**config.mk**
```make
export PLATFORM = sky130hd
export DESIGN_NAME = branch_resolve_ctrl
export DESIGN_NICKNAME = d
export VERILOG_FILES = /design/src/rtl/mips_branch_pkg.sv /design/src/rtl/branch_hazard_detect.sv /design/src/rtl/branch_resolve_ctrl.sv
export SDC_FILE = /design/constraint.sdc
export NUM_CORES = 1
export LEC_CHECK = 0
export ABC_AREA = 1
export CORE_MARGIN = 2
export CORE_UTILIZATION = 36
export DETAILED_ROUTE_END_ITERATION = 16
export PLACE_DENSITY = 0.88
export SYNTH_ARGS = -nofsm -noshare
export SYNTH_HDL_FRONTEND = slang
export SYNTH_HIERARCHICAL = 1
export SYNTH_SLANG_ARGS = --single-unit
```
**constraint.sdc**
```tcl
create_clock -name clock -period 1.7 [get_ports clock]
set_input_delay 0.255 -clock clock [delete_from_list [all_inputs] [get_ports clock]]
set_output_delay 0.255 -clock clock [all_outputs]
set_load 0.02 [all_outputs]
```
**src/rtl/mips_branch_pkg.sv**
```systemverilog
// Shared types and constants for the ID-stage branch resolution logic.
package mips_branch_pkg;

    localparam int unsigned REG_W  = 5;
    localparam int unsigned DATA_W = 32;

    typedef enum logic {
        EVAL  = 1'b0,
        STALL = 1'b1
    } state_e;

    localparam logic [1:0] FWD_REGFILE = 2'd0;
    localparam logic [1:0] FWD_MEM     = 2'd1;
    localparam logic [1:0] FWD_WB      = 2'd2;

    // Register 0 is hardwired, so a write to it never creates a dependency.
    function automatic logic stage_hit(input logic             wr,
                                       input logic [REG_W-1:0] rd,
                                       input logic [REG_W-1:0] src);
        return wr && (rd != '0) && (rd == src);
    endfunction

endpackage

```
**src/rtl/branch_hazard_detect.sv**
```systemverilog
// Combinational hazard check for the ID branch comparator: stall requirement
// and per-operand forwarding selects from the EX/MEM/WB stage state.
module branch_hazard_detect
    import mips_branch_pkg::*;
(
    input  logic [REG_W-1:0] rs_i,
    input  logic [REG_W-1:0] rt_i,
    input  logic             exRegWrite_i,
    input  logic             exMemRead_i,
    input  logic [REG_W-1:0] exRd_i,
    input  logic             memRegWrite_i,
    input  logic             memMemRead_i,
    input  logic [REG_W-1:0] memRd_i,
    input  logic             wbRegWrite_i,
    input  logic [REG_W-1:0] wbRd_i,
    output logic [1:0]       stallReq_o,
    output logic [1:0]       fwdRsSel_o,
    output logic [1:0]       fwdRtSel_o
);

    logic exRs, exRt, memRs, memRt, wbRs, wbRt;
    logic exMatch, memMatch;

    always_comb begin
        exRs  = stage_hit(exRegWrite_i, exRd_i, rs_i);
        exRt  = stage_hit(exRegWrite_i, exRd_i, rt_i);
        memRs = stage_hit(memRegWrite_i, memRd_i, rs_i);
        memRt = stage_hit(memRegWrite_i, memRd_i, rt_i);
        wbRs  = stage_hit(wbRegWrite_i, wbRd_i, rs_i);
        wbRt  = stage_hit(wbRegWrite_i, wbRd_i, rt_i);

        exMatch  = exRs | exRt;
        memMatch = memRs | memRt;

        stallReq_o = 2'd0;
        if (exMatch && exMemRead_i) begin
            stallReq_o = 2'd2;
        end else if ((exMatch && !exMemRead_i) || (memMatch && memMemRead_i)) begin
            stallReq_o = 2'd1;
        end

        // A MEM-stage load has no ALU result yet, so only a MEM ALU op forwards.
        fwdRsSel_o = FWD_REGFILE;
        if (memRs && !memMemRead_i) fwdRsSel_o = FWD_MEM;
        else if (wbRs)              fwdRsSel_o = FWD_WB;

        fwdRtSel_o = FWD_REGFILE;
        if (memRt && !memMemRead_i) fwdRtSel_o = FWD_MEM;
        else if (wbRt)              fwdRtSel_o = FWD_WB;
    end

endmodule

```
**src/rtl/branch_resolve_ctrl.sv**
```systemverilog
// ID-stage BEQ/BNE sequencer: stalls on in-flight dependencies, then drives
// taken / PC-select / IF-ID flush. Define BRANCH_RESOLVE_STATS_EN for counters.
module branch_resolve_ctrl
    import mips_branch_pkg::*;
(
    input  logic             clock,
    input  logic             reset,
    input  logic             idValidInput,
    input  logic             idIsBeqInput,
    input  logic             idIsBneInput,
    input  logic [REG_W-1:0] idRsInput,
    input  logic [REG_W-1:0] idRtInput,
    input  logic             exRegWriteInput,
    input  logic             exMemReadInput,
    input  logic [REG_W-1:0] exRdInput,
    input  logic             memRegWriteInput,
    input  logic             memMemReadInput,
    input  logic [REG_W-1:0] memRdInput,
    input  logic             wbRegWriteInput,
    input  logic [REG_W-1:0] wbRdInput,
    input  logic             zeroTestInput,
    output logic             stallOutput,
    output logic [1:0]       forwardRsSelOutput,
    output logic [1:0]       forwardRtSelOutput,
    output logic             branchTakenOutput,
    output logic             pcSrcOutput,
`ifdef BRANCH_RESOLVE_STATS_EN
    output logic [DATA_W-1:0] branchCountOutput,
    output logic [DATA_W-1:0] takenCountOutput,
    output logic [DATA_W-1:0] stallCycleCountOutput,
`endif
    output logic             flushIfIdOutput
);

    state_e     state_q, state_d;
    logic [1:0] stallCnt_q, stallCnt_d;
    logic [1:0] stallReq, fwdRs, fwdRt;
    logic       isBranch, stall, taken, resolved;

    branch_hazard_detect u_hazard (
        .rs_i          (idRsInput),
        .rt_i          (idRtInput),
        .exRegWrite_i  (exRegWriteInput),
        .exMemRead_i   (exMemReadInput),
        .exRd_i        (exRdInput),
        .memRegWrite_i (memRegWriteInput),
        .memMemRead_i  (memMemReadInput),
        .memRd_i       (memRdInput),
        .wbRegWrite_i  (wbRegWriteInput),
        .wbRd_i        (wbRdInput),
        .stallReq_o    (stallReq),
        .fwdRsSel_o    (fwdRs),
        .fwdRtSel_o    (fwdRt)
    );

    always_comb begin
        isBranch   = idValidInput & (idIsBeqInput | idIsBneInput);
        state_d    = state_q;
        stallCnt_d = stallCnt_q;
        stall      = 1'b0;
        taken      = 1'b0;
        resolved   = 1'b0;

        unique case (state_q)
            EVAL: begin
                if (isBranch) begin
                    if (stallReq != 2'd0) begin
                        stall      = 1'b1;
                        stallCnt_d = stallReq - 2'd1;
                        if (stallReq > 2'd1) state_d = STALL;
                    end else begin
                        resolved = 1'b1;
                        // BEQ wins when both type bits are set.
                        taken    = idIsBeqInput ? zeroTestInput : ~zeroTestInput;
                    end
                end
            end
            STALL: begin
                if (!idValidInput) begin
                    state_d    = EVAL;
                    stallCnt_d = '0;
                end else begin
                    stall = 1'b1;
                    if (stallCnt_q <= 2'd1) begin
                        state_d    = EVAL;
                        stallCnt_d = '0;
                    end else begin
                        stallCnt_d = stallCnt_q - 2'd1;
                    end
                end
            end
            default: begin
                state_d    = EVAL;
                stallCnt_d = '0;
            end
        endcase

        // Everything is held quiet while reset is asserted.
        if (reset) begin
            stall    = 1'b0;
            taken    = 1'b0;
            resolved = 1'b0;
        end
    end

    assign stallOutput        = stall;
    assign forwardRsSelOutput = reset ? FWD_REGFILE : fwdRs;
    assign forwardRtSelOutput = reset ? FWD_REGFILE : fwdRt;
    assign branchTakenOutput  = taken;
    assign pcSrcOutput        = taken;
    assign flushIfIdOutput    = taken;

    always_ff @(posedge clock) begin
        if (reset) begin
            state_q    <= EVAL;
            stallCnt_q <= '0;
        end else begin
            state_q    <= state_d;
            stallCnt_q <= stallCnt_d;
        end
    end

`ifdef BRANCH_RESOLVE_STATS_EN
    logic [DATA_W-1:0] branchCnt_q, takenCnt_q, stallCycCnt_q;

    always_ff @(posedge clock) begin
        if (reset) begin
            branchCnt_q   <= '0;
            takenCnt_q    <= '0;
            stallCycCnt_q <= '0;
        end else begin
            if (resolved) branchCnt_q   <= branchCnt_q + 32'd1;
            if (taken)    takenCnt_q    <= takenCnt_q + 32'd1;
            if (stall)    stallCycCnt_q <= stallCycCnt_q + 32'd1;
        end
    end

    assign branchCountOutput     = branchCnt_q;
    assign takenCountOutput      = takenCnt_q;
    assign stallCycleCountOutput = stallCycCnt_q;
`else
    logic unusedResolved;
    assign unusedResolved = resolved;
`endif

endmodule

```
==> results of run 1 <==
==> Yosys cell counts <==
| master | count | area [µm²] |
|---|---|---|
| xor2_1 | 8 | 70.1 |
| o21bai_2 | 1 | 11.3 |
| o21ai_1 | 4 | 20.0 |
| or2_1 | 1 | 6.26 |
| inv_1 | 25 | 93.8 |
| nor2_1 | 25 | 93.8 |
| buf_4 | 2 | 15.0 |
| nand4_1 | 3 | 18.8 |
| nor3_1 | 3 | 15.0 |
| dfxtp_1 | 3 | 60.1 |
| nand2_2 | 3 | 18.8 |
| a21oi_1 | 3 | 15.0 |
| nand3_1 | 10 | 50.1 |
| nand3_2 | 3 | 30.0 |
| nand2_1 | 40 | 150 |
| ha_1 | 3 | 37.5 |
| o21ai_2 | 1 | 8.76 |
| xnor2_1 | 14 | 123 |
| inv_2 | 7 | 26.3 |
| o21ai_0 | 1 | 5.00 |
==> power by group <==
group          internal [mW]  leakage [nW]  switching [mW]
registers             0.0723        0.0242         0.00101
logic                  0.189         0.843           0.171
clock network         0.0877        0.0150          0.0323
==> final timing paths <==
path                 startpoint                end  slack [ns]  depth (start not counted)
setup / recovery   idRsInput[0]  branchTakenOutput       -0.30                         16
hold / removal    stallCnt_q[1]            state_q        0.51                          2
setup reg to reg        state_q      stallCnt_q[1]        0.70                          6
hold reg to reg   stallCnt_q[1]            state_q        0.51                          2
==> registers in the layout (all words and copies together), names as in the netlist <==
| register | flops |
|---|---|
| stallCnt_q | 2 |
| state_q | 1 |
==> worst reg2reg max path, cell delays in order, from the launching register on <==
cell and delay, ns:
dfxtp_1 0.31, inv_1 0.12, buf_4 0.17, nand2_1 0.05, nand2_1 0.09, nor2_1 0.11, nor2_1 0.05
==> through the flow <==
step	setup TNS (ns)	utilization, %	area, µm²
after floorplan	-0.174	-	933
after global placement	-9.54	68.9	1550
after detailed placement	-9.93	68.9	1550
after CTS	-1.35	72.9	1640
after global routing	-2.36	77.1	1740
final	-1.55	77.1	1740
==> what timing repair did <==
item | in CTS | in global routing
hold endpoints to repair | 0 | 0
resized for setup | 164 | 32
pin swaps | 29 | 25
endpoints found under the setup margin | 11 | 10
setup buffers | 6 | 0
==> layout make-up <==
cell class,instances,area share (%)
Tap cell,28,2.02
Sequential cell,3,3.46
Clock buffer,4,1.51
Timing Repair Buffer,70,36.6
Inverter,32,7.92
Multi-Input combinational cell,123,48.5
==> cell families (layout without fill, tap and decap cells) <==
| group | count (synthesis) | in the layout |
|---|---|---|
| adder cells (fa/ha/maj) | 3 | 3 |
| AND/OR/NAND/NOR | 88 | 88 |
| AO/OA/AOI/OAI | 10 | 10 |
| buffers and inverters | 34 | 106 |
| XOR/XNOR | 22 | 22 |
| flip-flops | 3 | 3 |
==> metal layers <==
metal	vias up	routed length [µm]
li1	632	-
met3	4	98
met4	0	34
met1	550	1370
met5	-	0
met2	27	1700
==> qor.csv, run 1 <==
metric,value,unit
DP HPWL,2290,µm
crit-path max cell delay,0.20,ns
fillcell total,168,
initial antenna violation count,0,
Initial Utilization,38.5,%
Residual DRC,0,
Post-Route WL,3200,µm
Area Overhead vs Synth,100,%
antenna cells,0,
Slew Limit Fails,0,
post-layout worst setup margin,-0.300,ns
CTS root buf,clkbuf_4,
crit-path max FO,3,
Post-Synth Adder-Cell Area,4.32,%
clk_lat worst skew,0.22,ns
maximum vdd drop,377,µV
CP Launch Type,input pin,
Clock Pin Slew Worst Setup and Hold Paths,0.04,ns
Routed WL per cell,12.3,µm
io pins,44,
placed cells,251,
CTS tree,done,
Crit. End Element,output port,
max_slew headroom,80.4,%
Max Fclk,500,MHz
post-synthesis mux area share,0,%
pre-CTS WS,-1.19,ns
GPL Wtd Cong,0.831,
final setup violation count,7,
failing checks,negative setup slack,
clk sinks,3,
tightest hold margin,0.515,ns
WP data arrival,1.74,ns
share of cells above drive strength 1,49.6,%
hold buffer count at CTS,0,
met3 Track Usage GR,2.26,%
CP cell instances,buf_8 > buf_6 > inv_2 > nand2_2 > nand2_1 > nor2_1 > nand3_1 > nand2_2 > nand2_2 > nand3_2 > nand2_2 > inv_4 > ha_4 > nand3_4 > nor3_4 > buf_6,
area of the multi-input gates,843,µm²
most frequent CP cell,nand2_2,
most frequent cells in the layout,"nand2_1, buf_4, nor2_1",
Max Cap Viol,0,
CP max-delay cell,nor3_4,
fin crit period,2.00,ns
Pwr Total,554,µW
Die Width,53.1,µm
Post-Layout Cell Count,260,
DRT iter0 DRCs,31,
total gr overflow,0,
worst slew pin tran,0.292,ns
total CTS buffers,3,
post-synthesis simple-gate area fraction,44.1,%
syn nets,199,
H-tree lvl count,1,
routed vias,1213,
GR Util met2,42.5,%
post-synthesis cell type count,20,
Synth Area in Compound Gates,6.92,%
status,"finished, violations left",
antenna-violating nets left,0,
worst path buffer plus inverter count,5,
vias in the first global route,1163,
Mapped Cells,160,
clk_skew,0.000985,ns
clk buf depth,2,
M1 GR Usage,30.1,%
row count,17,
register area share after synthesis,6.92,%
CP Class,input pin to output port,
register area,60.1,µm²
"most common cell after layout, fill and taps aside",nand2_1,
GR peak layer,met2,
Final Hold Viols,0,
RSZ-0062 raised after global routing,true,
Die ar.,0.00282,mm²
synthesized area,868,µm²
first-pass GRT wire length,4890,µm
"Avg Cell Area, Syn",5.43,µm²
crit-path leading delay family,simple AND/OR/NAND/NOR gates,
"Data required, critical path",1.44,ns
vias per cell,4.67,
Worst Hold Class,flop to flop,
post-synthesis xor/xnor area fraction,22.2,%
Leak,0.882,nW
total track usage,23.6,%
"Warnings, synthesis",6,
NumNets Final,272,
largest family of logic cells by synthesized area,simple AND/OR/NAND/NOR gates,
pwr dens,319,mW/mm²
PortBufs,43,
die height,53.1,µm
Core Box Area,0.00225,mm²
TritonRoute pass-1 iters,4,
largest net degree at the start of global routing,6,
Yosys reg bits,3,
ratio of final minimum period to clock period,118,%
(Power assumes the default switching activity.)
==> inputs of run 2 (changes only) <==
- CELL_PAD_IN_SITES_DETAIL_PLACEMENT: not set -> 1
- CELL_PAD_IN_SITES_GLOBAL_PLACEMENT: not set -> 1
- CORE_UTILIZATION: 36 -> 23
- PLACE_DENSITY: 0.88 -> 0.89
==> qor.csv, run 2 (synthesis results as in run 1) <==
metric,value,unit,change
"most common cell after layout, fill and taps aside",nand2_1,,unchanged
worst slew pin tran,0.277,ns,was 0.292 ns
Final Hold Viols,0,,unchanged
first-pass GRT wire length,5960,µm,was 4890 µm
Residual DRC,0,,unchanged
FF-to-FF setup slack,0.58,ns,was 0.70 ns
Core Box Area,0.00363,mm²,was 0.00225 mm²
CP Class,input pin to output port,,unchanged
Pwr Total,625,µW,was 554 µW
vias per cell,4.45,,was 4.67
routed vias,1229,,"was 1,213"
crit-path max FO,4,,was 3
clk buf depth,2,,unchanged
Initial Utilization,23.9,%,was 38.5%
CP Launch Type,input pin,,unchanged
share of cells above drive strength 1,50.4,%,was 49.6%
largest net degree at the start of global routing,6,,unchanged
crit path capture,stallOutput,,was branchTakenOutput
Max Fclk,500,MHz,about the same
H-tree lvl count,1,,unchanged
reg2reg end,stallCnt_q[1],,unchanged
status,"finished, violations left",,unchanged
failing checks,negative setup slack,,unchanged
Slew Limit Fails,0,,unchanged
post-layout worst setup margin,-0.302,ns,was -0.300 ns
total gr overflow,0,,unchanged
biggest regs,"stallCnt_q: 2 flops, state_q: 1 flops",,unchanged
Clock Pin Slew Worst Setup and Hold Paths,0.03,ns,was 0.04 ns
clk_lat worst skew,0.22,ns,about the same
TritonRoute pass-1 iters,4,,unchanged
RR Startpoint,state_q,,unchanged
NumNets Final,268,,was 272
DP HPWL,2780,µm,was 2290 µm
crit-path max cell delay,0.19,ns,was 0.20 ns
antenna cells,0,,unchanged
Worst Hold Class,flop to flop,,unchanged
DRT iter0 DRCs,12,,was 31
CP cell instances,buf_2 > xor2_1 > nor2_1 > nand3_2 > nand2_2 > nand3_2 > nand2_2 > inv_4 > ha_4 > inv_2 > nand2_2 > a21oi_2 > buf_6,,was buf_8 > buf_6 > inv_2 > nand2_2 > nand2_1 > nor2_1 > nand3_1 > nand2_2 > nand2_2 > nand3_2 > nand2_2 > inv_4 > ha_4 > nand3_4 > nor3_4 > buf_6
most flop-heavy register,stallCnt_q,,unchanged
io pins,44,,unchanged
Post-Route WL,3670,µm,was 3200 µm
Leak,0.837,nW,was 0.882 nW
PortBufs,43,,unchanged
Worst setup startpoint,idRtInput[3],,was idRsInput[0]
CTS tree,done,,unchanged
worst reg2reg path depth,6,,unchanged
total track usage,18.1,%,was 23.6%
vias in the first global route,1333,,"was 1,163"
Hold Path Depth,2,,unchanged
"Data required, critical path",1.44,ns,about the same
WP data arrival,1.75,ns,was 1.74 ns
ratio of final minimum period to clock period,118,%,about the same
Crit. End Element,output port,,unchanged
CTS root buf,clkbuf_8,,was clkbuf_4
row count,22,,was 17
clk_skew,0.00159,ns,was 0.000985 ns
most frequent cells in the layout,"nand2_1, buf_4, nor2_1, buf_2, inv_2",,"was nand2_1, buf_4, nor2_1"
clk sinks,3,,unchanged
min-delay src,stallCnt_q[1],,unchanged
Die Width,65.4,µm,was 53.1 µm
die height,65.4,µm,was 53.1 µm
Post-Route Setup TNS,-1.56,ns,was -1.55 ns
max reg flops,2,,unchanged
GPL Wtd Cong,0.781,,was 0.831
pre-CTS WS,-1.22,ns,was -1.19 ns
hold buffer count at CTS,0,,unchanged
Die ar.,0.00428,mm²,was 0.00282 mm²
maximum vdd drop,133,µV,was 377 µV
Routed WL per cell,13.3,µm,was 12.3 µm
fin util,45.7,%,was 77.1%
fin crit period,2.00,ns,about the same
max_slew headroom,81.4,%,was 80.4%
CP max-delay cell,xor2_1,,was nor3_4
initial antenna violation count,0,,unchanged
antenna-violating nets left,0,,unchanged
Area Overhead vs Synth,91.4,%,was 100%
total CTS buffers,3,,unchanged
tightest hold margin,0.545,ns,was 0.515 ns
RSZ-0062 raised after global routing,true,,unchanged
final setup violation count,8,,was 7
Max Cap Viol,0,,unchanged
most frequent CP cell,nand2_2,,unchanged
pwr dens,376,mW/mm²,was 319 mW/mm²
-- run 2: cell types whose count changed in the layout (fill, tap and decap cells not counted), sizes merged --
cell	change
clkbuf	-1
clkdlybuf4s50	-1
dlygate4sd2	-3
clkdlybuf4s15	+1
-- run 2: layer usage --
metal / wire length [µm] / GRT usage (%) / up-vias
li1: - / - / 620
met1: 1420 / 18.8 / 566
met2: 2080 / 38.0 / 41
met3: 152 / 2.05 / 2
met4: 10 / 3.39 / 0
met5: 0 / 0 / -
-- run 2: how the worst min path moves through the flow --
stage                    to  slack [ns]
floorplan           state_q        0.32
global placement    state_q        0.51
detailed placement  state_q        0.53
CTS                 state_q        0.53
global route        state_q        0.58
finish              state_q        0.54
-- run 2: worst max-delay path: cells and delay by family --
family                   cells  cell delay (ns)
XOR/XNOR                     1             0.19
adder cells (fa/ha/maj)      1             0.15
AO/OA/AOI/OAI                1             0.14
AND/OR/NAND/NOR              6             0.64
buffers and inverters        4             0.37
-- run 2: where the power goes --
| group | switching [mW] | internal [mW] | leakage [nW] |
|---|---|---|---|
| clock network | 0.0534 | 0.161 | 0.0228 |
| logic | 0.172 | 0.166 | 0.790 |
| registers | 0.00108 | 0.0724 | 0.0242 |
-- run 2: layout make-up --
cell class / instances / area [µm²]
clock buffers: 4 / 45.0
fillers: 487 / 1970
inverters: 32 / 138
multi-input cells: 123 / 841
flip-flops and latches: 3 / 60.1
well taps: 48 / 60.1
repair buffers: 66 / 518
-- run 2: timing repair --
item                                    CTS  global route
hold endpoints to repair                  0             0
endpoints found under the setup margin   11            11
pin swaps                                30            17
buffers inserted                          3             2
gates resized for setup                 171            18
-- run 2: stage by stage --
stage / cells / instance area (µm²)
2_1_floorplan: 160 / 933
4_1_cts: 276 / 1600
3_3_place_gp: 269 / 1550
6_report: 276 / 1660
5_1_grt: 276 / 1660
3_5_place_dp: 269 / 1550
